[config.mk]
export PLATFORM = sky130hd
export DESIGN_NAME = axi_lite_slave_regs
export DESIGN_NICKNAME = d
export VERILOG_FILES = /design/src/rtl/axi_lite_slave_regs.sv
export SDC_FILE = /design/constraint.sdc
export NUM_CORES = 1
export LEC_CHECK = 0
export ABC_AREA = 1
export CAP_MARGIN = 30
export CORE_ASPECT_RATIO = 0.8
export CORE_MARGIN = 5
export CORE_UTILIZATION = 55
export CTS_BUF_LIST = sky130_fd_sc_hd__clkbuf_8
export DETAILED_ROUTE_END_ITERATION = 8
export GPL_TIMING_DRIVEN = 0
export HOLD_SLACK_MARGIN = 0.03
export PLACE_DENSITY = 0.95
export SLEW_MARGIN = 40
export SYNTH_ARGS = -nofsm -noshare
export SYNTH_HDL_FRONTEND = slang
export SYNTH_SLANG_ARGS = --single-unit
[constraint.sdc]
create_clock -name axi_lite_aclk -period 6 [get_ports axi_lite_aclk]
set_input_delay 0.9 -clock axi_lite_aclk [delete_from_list [all_inputs] [get_ports axi_lite_aclk]]
set_output_delay 0.9 -clock axi_lite_aclk [all_outputs]
set_load 0.03 [all_outputs]
[src/rtl/axi_lite_slave_regs.sv]
// AXI4-Lite slave exposing NREGS word registers as a flat vector, with
// independent read/write FSMs and a one-cycle write-strobe per register.
module axi_lite_slave_regs #(
  parameter int ASIZE = 32,
  parameter int DSIZE = 32,
  parameter int NREGS = 8
) (
  input  logic                   axi_lite_aclk,
  input  logic                   axi_lite_reset,
  input  logic                   axi_lite_awvalid,
  output logic                   axi_lite_awready,
  input  logic [ASIZE-1:0]       axi_lite_awaddr,
  input  logic                   axi_lite_wvalid,
  output logic                   axi_lite_wready,
  input  logic [DSIZE-1:0]       axi_lite_wdata,
  output logic                   axi_lite_bvalid,
  input  logic                   axi_lite_bready,
  output logic [1:0]             axi_lite_bresp,
  input  logic                   axi_lite_arvalid,
  output logic                   axi_lite_arready,
  input  logic [ASIZE-1:0]       axi_lite_araddr,
  output logic                   axi_lite_rvalid,
  input  logic                   axi_lite_rready,
  output logic [DSIZE-1:0]       axi_lite_rdata,
  output logic [1:0]             axi_lite_rresp,
  output logic [NREGS*DSIZE-1:0] reg_q,
  output logic [NREGS-1:0]       reg_wr_pulse
);

  localparam int IDX_W = $clog2(NREGS);

  typedef enum logic [1:0] {W_IDLE, W_GOT_A, W_GOT_D, W_RESP} w_state_t;
  typedef enum logic {R_IDLE, R_DATA} r_state_t;

  w_state_t         w_state_reg;
  r_state_t         r_state_reg;
  logic [ASIZE-1:0] awaddr_reg;
  logic [DSIZE-1:0] wdata_reg;
  logic [DSIZE-1:0] regs_reg [NREGS];
  logic             bvalid_reg;
  logic [1:0]       bresp_reg;
  logic [NREGS-1:0] wr_pulse_reg;
  logic             rvalid_reg;
  logic [1:0]       rresp_reg;
  logic [DSIZE-1:0] rdata_reg;

  logic             aw_hs, w_hs, ar_hs;
  logic             wr_fire;
  logic [ASIZE-1:0] wr_addr;
  logic [DSIZE-1:0] wr_data;
  logic             wr_ok;
  logic [IDX_W-1:0] wr_idx;

  // Any address bit above the register window makes the access out of range.
  function automatic logic in_range(input logic [ASIZE-1:0] addr);
    return (addr >> (IDX_W + 2)) == '0;
  endfunction

  function automatic logic [IDX_W-1:0] addr_index(input logic [ASIZE-1:0] addr);
    return IDX_W'(addr >> 2);
  endfunction

  assign axi_lite_awready = !axi_lite_reset && (w_state_reg == W_IDLE || w_state_reg == W_GOT_D);
  assign axi_lite_wready  = !axi_lite_reset && (w_state_reg == W_IDLE || w_state_reg == W_GOT_A);
  assign axi_lite_arready = !axi_lite_reset && (r_state_reg == R_IDLE);

  assign aw_hs = axi_lite_awvalid && axi_lite_awready;
  assign w_hs  = axi_lite_wvalid  && axi_lite_wready;
  assign ar_hs = axi_lite_arvalid && axi_lite_arready;

  // Select address/data of the handshake that completes the write this cycle.
  always_comb begin
    wr_fire = 1'b0;
    wr_addr = awaddr_reg;
    wr_data = wdata_reg;
    case (w_state_reg)
      W_IDLE: if (aw_hs && w_hs) begin
        wr_fire = 1'b1;
        wr_addr = axi_lite_awaddr;
        wr_data = axi_lite_wdata;
      end
      W_GOT_A: if (w_hs) begin
        wr_fire = 1'b1;
        wr_data = axi_lite_wdata;
      end
      W_GOT_D: if (aw_hs) begin
        wr_fire = 1'b1;
        wr_addr = axi_lite_awaddr;
      end
      default: ;
    endcase
  end

  assign wr_ok  = in_range(wr_addr);
  assign wr_idx = addr_index(wr_addr);

  always_ff @(posedge axi_lite_aclk) begin
    if (axi_lite_reset) begin
      w_state_reg  <= W_IDLE;
      awaddr_reg   <= '0;
      wdata_reg    <= '0;
      bvalid_reg   <= 1'b0;
      bresp_reg    <= 2'b00;
      wr_pulse_reg <= '0;
      for (int i = 0; i < NREGS; i++) regs_reg[i] <= '0;
    end else begin
      wr_pulse_reg <= '0;
      if (wr_fire) begin
        bvalid_reg  <= 1'b1;
        bresp_reg   <= wr_ok ? 2'b00 : 2'b10;
        w_state_reg <= W_RESP;
        if (wr_ok) begin
          regs_reg[wr_idx]     <= wr_data;
          wr_pulse_reg[wr_idx] <= 1'b1;
        end
      end else begin
        case (w_state_reg)
          W_IDLE: begin
            if (aw_hs) begin
              awaddr_reg  <= axi_lite_awaddr;
              w_state_reg <= W_GOT_A;
            end else if (w_hs) begin
              wdata_reg   <= axi_lite_wdata;
              w_state_reg <= W_GOT_D;
            end
          end
          W_RESP: if (axi_lite_bready) begin
            bvalid_reg  <= 1'b0;
            w_state_reg <= W_IDLE;
          end
          default: ;
        endcase
      end
    end
  end

  // Reads sample the register array before any same-edge write lands.
  always_ff @(posedge axi_lite_aclk) begin
    if (axi_lite_reset) begin
      r_state_reg <= R_IDLE;
      rvalid_reg  <= 1'b0;
      rresp_reg   <= 2'b00;
      rdata_reg   <= '0;
    end else begin
      case (r_state_reg)
        R_IDLE: if (ar_hs) begin
          rvalid_reg  <= 1'b1;
          r_state_reg <= R_DATA;
          if (in_range(axi_lite_araddr)) begin
            rdata_reg <= regs_reg[addr_index(axi_lite_araddr)];
            rresp_reg <= 2'b00;
          end else begin
            rdata_reg <= '0;
            rresp_reg <= 2'b10;
          end
        end
        R_DATA: if (axi_lite_rready) begin
          rvalid_reg  <= 1'b0;
          r_state_reg <= R_IDLE;
        end
        default: r_state_reg <= R_IDLE;
      endcase
    end
  end

  for (genvar gi = 0; gi < NREGS; gi++) begin : g_pack
    assign reg_q[gi*DSIZE +: DSIZE] = regs_reg[gi];
  end

  assign axi_lite_bvalid = bvalid_reg;
  assign axi_lite_bresp  = bresp_reg;
  assign axi_lite_rvalid = rvalid_reg;
  assign axi_lite_rresp  = rresp_reg;
  assign axi_lite_rdata  = rdata_reg;
  assign reg_wr_pulse    = wr_pulse_reg;

endmodule

==> results of run 1 <==
==> per-layer routing <==
metal | share of wire | global-route usage | wire, microns
met1 | 0.32 | 0.475 | 22100
met2 | 0.45 | 0.605 | 30500
met3 | 0.16 | 0.122 | 10800
met4 | 0.073 | 0.202 | 4990
met5 | 0 | 0 | 0
==> through the flow <==
| step | total power [W] | cells | area, sq um |
|---|---|---|---|
| after floorplan | 0.00372 | 1746 | 16700 |
| after CTS | 0.00649 | 2678 | 22600 |
| after detailed placement | 0.00429 | 2574 | 21400 |
| final | 0.00659 | 2684 | 22700 |
| after global placement | 0.00422 | 2557 | 21200 |
| after global routing | 0.00676 | 2684 | 22700 |
==> area by class of cell <==
cell class	count	area share
Timing Repair Buffer	421	0.182
Buffer	126	0.0262
Clock buffer	58	0.0352
Tap cell	413	0.0228
Sequential cell	365	0.435
Inverter	77	0.0127
Clock inverter	46	0.0181
Multi-Input combinational cell	1178	0.268
==> Yosys cell counts (2+ instances only) <==
library cell / instances
nand3b_1: 7
a221oi_2: 31
buf_6: 7
clkbuf_1: 66
a32o_1: 18
nand3_1: 41
nor3_1: 3
o22ai_1: 31
o21ai_1: 5
o21ai_0: 154
dfxtp_1: 109
mux2i_1: 31
nor2_1: 445
buf_4: 9
o211ai_1: 33
buf_1: 18
buf_2: 26
inv_1: 70
nand2_2: 3
nor4_1: 6
inv_2: 7
edfxtp_1: 256
nand2_1: 215
a31oi_1: 4
nand4_1: 13
nor2_2: 2
a21oi_1: 115
nand4_4: 8
==> power by group <==
group | switching (W) | internal, W | leakage [nW]
Sequential | 0.000119 | 0.00284 | 3.54
Combinational | 0.000935 | 0.000430 | 4.26
Clock | 0.00105 | 0.00122 | 0.664
==> cells by family (layout without fill, tap and decap cells) <==
| logic type | Yosys count | count (layout) |
|---|---|---|
| multiplexers | 31 | 31 |
| flip-flops | 365 | 365 |
| AO/OA/AOI/OAI | 396 | 396 |
| AND/OR/NAND/NOR | 749 | 749 |
| buffers and inverters | 203 | 728 |
| other | 1 | 2 |
==> worst max path at each step <==
stage	cells after the start	end	from	slack [ns]
finish	14	regs_reg[5][15]	axi_lite_reset	2.14
global route	14	regs_reg[5][15]	axi_lite_reset	2.07
CTS	14	regs_reg[5][15]	axi_lite_reset	2.26
detailed placement	10	regs_reg[5][8]	axi_lite_reset	1.67
global placement	10	regs_reg[5][6]	axi_lite_reset	0.89
floorplan	13	regs_reg[5][0]	axi_lite_reset	2.37
==> worst max-delay path, cell delays in order <==
cell and delay [ns]:
clkdlybuf4s50_1 0.56, buf_4 0.29, nor2_2 0.24, nand2_4 0.17
nor2_4 0.26, nand2_1 0.09, nand2_1 0.11, inv_1 0.05
nand2_1 0.09, nand2_1 0.09, nor2_1 0.22, nand4_4 0.21
buf_2 0.30, nand2_4 0.46
==> results, run 1 <==
- The min-delay analysis places its worst path in the category reg -> reg.
- The count of buffers from port buffering is about 400.
- The largest fanout on the critical path is 32.
- Post-CTS repair changed the size of 0 cells.
- Setup violations remaining at the end of the flow were counted as 0.
- The synthesis-to-finish area growth is 35.4%.
- The synthesized-area fraction occupied by xor and xnor cells is 0.
- The first global-routing pass estimated 100,000 microns of wire.
- The area of the die is around 0.034 sq mm.
- For this run, design rule violations remaining after detail routing come to 0.
- The number of stages on the worst hold path is 2.
- The maximum level of the CTS H-tree is 2.
- The via count of the first global-routing pass was around 17,000.
- The worst min-delay path startpoint is axi_lite_rdata[11].
- In the final layout, the share of cells above drive strength 1 is 0.0956.
- The cell depth of the worst flop-to-flop path is 13.
- Of the total synthesized cell area, the portion taken by AND, OR, NAND and NOR gates is 0.188.
- In this run the register-to-register setup slack is around 2.7 ns.
- The number of nets in the layout is between 2,000 and 2,500.
- IR analysis of the VDD net gives a maximum drop of 0.201 mV.
- The main combinational cell family by area after synthesis is simple AND/OR/NAND/NOR gates.
- The endpoint arrival time on the critical path is 4.09 ns.
- The leakage power total is 8.47 nW.
- The capture instance of the worst register-to-register path is regs_reg[5][15].
- The TritonCTS clock tree is done.
- The endpoint required time on the critical path is 6.22 ns.
- Dividing the final minimum period by the clock period gives 0.644.
- Setup repair after global routing left no endpoint under its margin.
- After floorplanning, the core was sized to cover 0.0302 sq mm.
- The post-synthesis instance total is 1,745.
- The area fraction in compound gates after synthesis is 0.151.
- Synthesis inferred 365 register bits.
- The overall via count from detail_route is 17,000.
- The clock net in this run drives a total of 365 sinks.
- The effective utilization at floorplan is 0.555.
- The number of antenna diodes is 0.
- The worst pin sits at a relative slew slack of 0.387.
- The cell area after synthesis is 0.0167 sq mm.
- The setup fix buffers added after clock tree synthesis is 0.
- The number of hold buffers added after CTS was 0.
- For this design the top-level I/O count stands at 408.
- The number of hold violations in the final report is 0.
- The shortest clock period the worst path allows after layout is just under 4 ns.
- The total half-perimeter wirelength after legalization and detailed placement is slightly below 50,000 microns.
- The worst setup path category is in -> reg.
- The maximum operating frequency is 259 MHz.
- The biggest area consumer among synthesized cells is edfxtp_1.
- The worst-case clock buffer depth is 3.
- Summing all flip-flop and latch instances after layout gives 0.00987 sq mm.
- The count of final max-slew check failures is 0.
- The average routed wire per standard cell is 25.5 microns.
- Wires add up to approximately 68,000 microns.
- Setup slack closes at 2.14 ns.
- Clock tree synthesis selected as its root buffer the cell clkbuf_8.
- The most used flip-flop cell after synthesis is edfxtp_1.
- In this run, CTS created clock tree buffers numbering 56.
- The sequential fraction of the synthesis area is 0.590.
- Counting flops with an async set or reset pin after synthesis yields a share of 0.
- The flow ran to the end, and the final reports show no timing, DRC or antenna violations.
- The number of antenna violations at the first check in global routing came to 0.
- In this run the horizontal extent of the chip is approximately 210 microns.
- In the routed layout, each cell is associated on average with a via count of 6.34.
- The pre-CTS worst setup slack is 1.67 ns.
- The clock arrives with 0.0636 ns of skew.
- By area the synthesized netlist is led by edfxtp_1 (46%), dfxtp_1 (13%), nor2_1 (10%).
- The count of flip-flops with a built-in enable after synthesis is between 200 and 300.
- The power per standard cell area is between 200 and 300 mW/mm^2.
- The number of DRC violations after detailed-routing iteration 0 is 2,957.
- The most frequent standard cell in the layout excluding fill and tap cells is nor2_1.
- The top-area cell type share of the netlist area is 0.459.
- The worst register-to-register path begins at w_state_reg[0].
- The first detailed-routing pass took 7 iterations.
- Setup total negative slack on the finished layout was measured at 0 ns.
- The adder and majority cell fraction of the synthesized area is 0.
- The worst-margin pin slew is 0.920 ns.
- The global-route total usage across every layer is 0.384.
- The clock latency reported for the late side of the worst-skew pair is 0.65 ns.
- The standard-cell row count is 57.
- The number of violations of the max-capacitance limit is 0.
- In the layout the commonest cells are nor2_1 (445), clkdlybuf4s50_1 (398), edfxtp_1 (256).
- The routability-driven placement congestion ratio is 0.983.
- The number of warnings reported in the yosys synthesis log is 0.
- The number of fill cells is 1,927.
- Hold timing on the final database bottoms out at a slack of a little under 0.5 ns.
- The portion of synthesized area spent on multiplexers is 0.0185.
- The register with the most flip-flops in the layout has around 260 of them.
- The share of the core filled with cells is 0.752.
- After clock tree synthesis, the clock-pin slew on the worst setup and hold paths is around 0.07 ns.
- The worst setup path is launched from an input port.
- The number of nets with antenna violations after routing is 0.
- The number of distinct library cell variants in the gate-level netlist after synthesis is 40.
- The mean instance size in the synthesized netlist is 9.59 sq um.
- The critical path endpoint category is a flip-flop.
- Global routing finished with a remaining overflow of 0.
- Entering global routing, the biggest net connects 33 pins.
- The height of the die is 166 microns.
- The hold path endpoint is axi_lite_rdata[11].
- Summing all multi-input logic gate instances after layout gives 0.00608 sq mm.
(Power assumes the default switching activity.)
==> inputs of run 2 (changes only) <==
- CORE_UTILIZATION: 55 -> 47
- PLACE_DENSITY: 0.95 -> 0.91
- clock period: 6 -> 3.3 ns (I/O delays scaled with it)
==> run 2 against run 1 <==
Against the previous run:
- final cell count increased by 1.9%
- critical path type unchanged
- total power increased by 78%
- highest routed layer unchanged
- first-iteration DRC count decreased by 13%
- sequential share of layout area decreased by 0.16 points
==> results, run 2 (same netlist as run 1, synthesis figures left out) <==
- The flow ran to the end, and the final reports show no timing, DRC or antenna violations.
- The TritonCTS clock tree is done.
- The worst setup path is launched from an input port.
- The routability-driven placement congestion ratio is 0.997 (+1.5%).
- The via count of the first global-routing pass was 16,400 (-1.6%).
- The floorplan core area came to 0.0350 sq mm (+16%).
- The global-route total usage across every layer was 0.333 (-0.0514).
- The height of the die was 179 microns (+7.7%).
- The total CTS buffers came to 57 (+1.8%).
- The worst-case clock buffer depth came to 3 (unchanged).
- The library cells used most frequently in the layout, excluding fill and tap cells, are nor2_1 (445), clkdlybuf4s50_1 (398), edfxtp_1 (256).
- The die boundary width is 221 microns (+7.8%).
- The largest fanout on the critical path came to 10 (-69%).
- The count of buffers from port buffering is 398 (unchanged).
- The number of nets with antenna violations after routing came to 0 (unchanged).
- The sum of negative setup slack was 0 ns (unchanged).
- The post-detailed-routing wire length is 69,500 microns (+1.7%).
- The total half-perimeter wirelength after legalization and detailed placement came to 51,100 microns (+2.8%).
- The maximum level of the CTS H-tree was 2 (unchanged).
- The average routed wire per standard cell is 25.4 microns (-0.25%).
- Setup repair after global routing left no endpoint under its margin.
- The number of violations of the max-capacitance limit is 0 (unchanged).
- Compared with the post-synthesis result, the final layout area differs by 35.9%.
- By startpoint and endpoint, the worst setup path is classified as in -> reg.
- The launch point of the worst path is axi_lite_reset.
- The library cell used most frequently in the layout, excluding fill and tap cells, is nor2_1.
- The total overflow reported by the global router is 0 (unchanged).
- The clock latency reported for the late side of the worst-skew pair is 0.68 ns (+0.03 ns).
- STA classifies the critical path endpoint as a flip-flop.
- The worst-margin pin slew is 1.01 ns (+0.0876 ns).
- The count of final max-slew check failures was 0 (unchanged).
- The worst setup slack for register-to-register paths came to 0.14 ns (-2.58 ns).
- The hold buffer count at cts is 0 (unchanged).
- The number of antenna diodes is 0 (unchanged).
- The switching part of the total power was 0.326 (+0.00663).
- The number of top-level pins is 408 (unchanged).
- The power per standard cell area is 515 mW/mm^2 (+77%).
- Derived from the worst setup path, the maximum achievable clock frequency is 310 MHz.
- The number of vias per cell after detailed routing is 6.06 (-4.4%).
- The clock tree skew after final layout is 0.0759 ns (+0.0122 ns).
- The pin count of the biggest net entering global routing is 33 (unchanged).
- The tree is rooted in a clkbuf_8.
- The first-pass GRT wire length is 100,000 microns (-0.29%).
- The share of the core filled with cells is 0.651 (-0.101).
- The area of the die is 0.0395 sq mm (+16%).
- The capture instance of the worst register-to-register path is regs_reg[5][17].
- The clock slew at the register clock pins of the worst setup and hold paths came to 0.07 ns (about the same).
- The iteration count of the initial detailed-routing pass is 6 (-1).
- The endpoint arrival time on the critical path is 3.82 ns (-0.27 ns).
- The standard-cell row count came to 61 (+7.0%).
- Following the worst setup path forward leads to its endpoint at axi_lite_rdata[9].
- The net load switching power is 0.00382 W (+82%).
- The number of hold violations in the final report is 0 (unchanged).
- The number of remaining DRC errors was 0 (unchanged).
- The sink count of the clock tree is 365 (unchanged).
- The share of cells above drive strength 1 was 0.0892 (-0.00633).
- The effective utilization at floorplan is 0.479 (-0.0760).
- The number of antenna violations at the first check in global routing is 0 (unchanged).
- The worst min-delay path class is in -> reg.
- The flip-flop count of the largest register after layout is 256 (unchanged).
- The number of nets in the layout is 2,320 (-0.34%).
- The cell depth of the worst flop-to-flop path is 14 (+1).
- The endpoint required time on the critical path is 3.90 ns (-2.32 ns).
- The count of final setup violators came to 0 (unchanged).
- The share of power burned in registers is 0.459 (+0.010).
- The worst reg2reg path startpoint is w_state_reg[0].
- The fraction of power consumed by the clock network is 0.330 (-0.014).
- The portion of total power attributed to combinational logic is 0.211 (+0.004).
- The overall via count from detail_route is 16,600 (-2.6%).
- The relative max-transition margin is 0.328 (-0.0584).
- The worst vdd rail ir drop came to 0.330 mV (+64%).
- The number of fill cells is 2,701 (+40%).
- In the finished design, the share of the clock period the worst path needs comes to 0.976.
- The leakage power total is 8.47 nW (about the same).
- The number of DRC violations after detailed-routing iteration 0 is 2,573 (-13%).
- The cell-internal power is 0.00789 W (+76%).
- After layout, the minimum clock period comes to 3.22 ns.
==> run 2: changes by cell type in the layout (fill, tap and decap cells not counted), sizes merged <==
cell,change
buf,-5
bufinv,-4
clkbuf,-1
clkinv,-8
clkinvlp,-2
inv,+13
==> run 2: cell type report <==
class,instances,area [sq um],share of cell area
plain buffers,126,598,0.0263
clock buffers,61,840,0.0369
clock inverters,45,280,0.0123
inverters,77,289,0.0127
multi-input cells,1178,6230,0.274
flip-flops and latches,365,9870,0.434
well taps,472,591,0.0260
repair buffers,412,4060,0.178
==> run 2: what timing repair did <==
action                                  4_1_cts  5_1_grt
buffers inserted                              0        0
gates cloned                                  0        0
pin swaps                                     0        0
gates resized for setup                       1        8
endpoints found under the setup margin        4      224
==> run 2: worst min-delay path by stage <==
| stage | slack (ns) | to | depth (start not counted) | from |
|---|---|---|---|---|
| floorplan | 0.46 | r_state_reg | 2 | r_state_reg |
| detailed placement | 0.46 | axi_lite_rdata[29] | 2 | axi_lite_rdata[29] |
| CTS | 0.32 | awaddr_reg[10] | 4 | axi_lite_awvalid |
| global placement | 0.45 | axi_lite_rdata[23] | 2 | axi_lite_rdata[23] |
| global route | 0.38 | awaddr_reg[10] | 4 | axi_lite_awvalid |
| finish | 0.36 | awaddr_reg[10] | 4 | axi_lite_awvalid |
==> run 2: per-stage QoR <==
step | cells | area (sq um) | setup WS (ns) | hold slack, ns | total power, W
2_1_floorplan | 1746 | 16700 | 0.0710 | 0.458 | 0.00677
3_3_place_gp | 2616 | 21300 | -1.42 | 0.453 | 0.00769
3_5_place_dp | 2628 | 21600 | -0.644 | 0.460 | 0.00784
4_1_cts | 2734 | 22700 | 0.00298 | 0.324 | 0.0116
5_1_grt | 2736 | 22800 | 0.00906 | 0.376 | 0.0120
6_report | 2736 | 22800 | 0.0789 | 0.357 | 0.0117
==> run 2: worst max-delay path, stage by stage <==
cell and delay, ns:
clkdlybuf4s50_1 0.55, buf_4 0.29, nor2_1 0.27, nand2_1 0.39, inv_1 0.26, nand4_1 0.11
nor2_1 0.64, buf_2 0.41, o211ai_1 0.21, a21oi_1 0.17
==> run 2: routing by layer <==
metal | share of wire | vias up | wire length [microns] | track usage
met1 | 0.35 | 7777 | 24400 | 0.404
met3 | 0.14 | 313 | 9500 | 0.107
met5 | 0 | - | 0 | 0
met2 | 0.45 | 1451 | 31500 | 0.545
li1 | - | 7038 | - | -
met4 | 0.059 | 0 | 4080 | 0.159
==> run 2: power by group through the flow <==
stage | Sequential [W] | Clock (W) | Combinational [W]
after global placement | 0.00544 | 0 | 0.00225
after CTS | 0.00536 | 0.00384 | 0.00239
after floorplan | 0.00565 | 0 | 0.00112
final | 0.00538 | 0.00387 | 0.00247
after global routing | 0.00540 | 0.00404 | 0.00260
after detailed placement | 0.00546 | 0 | 0.00238
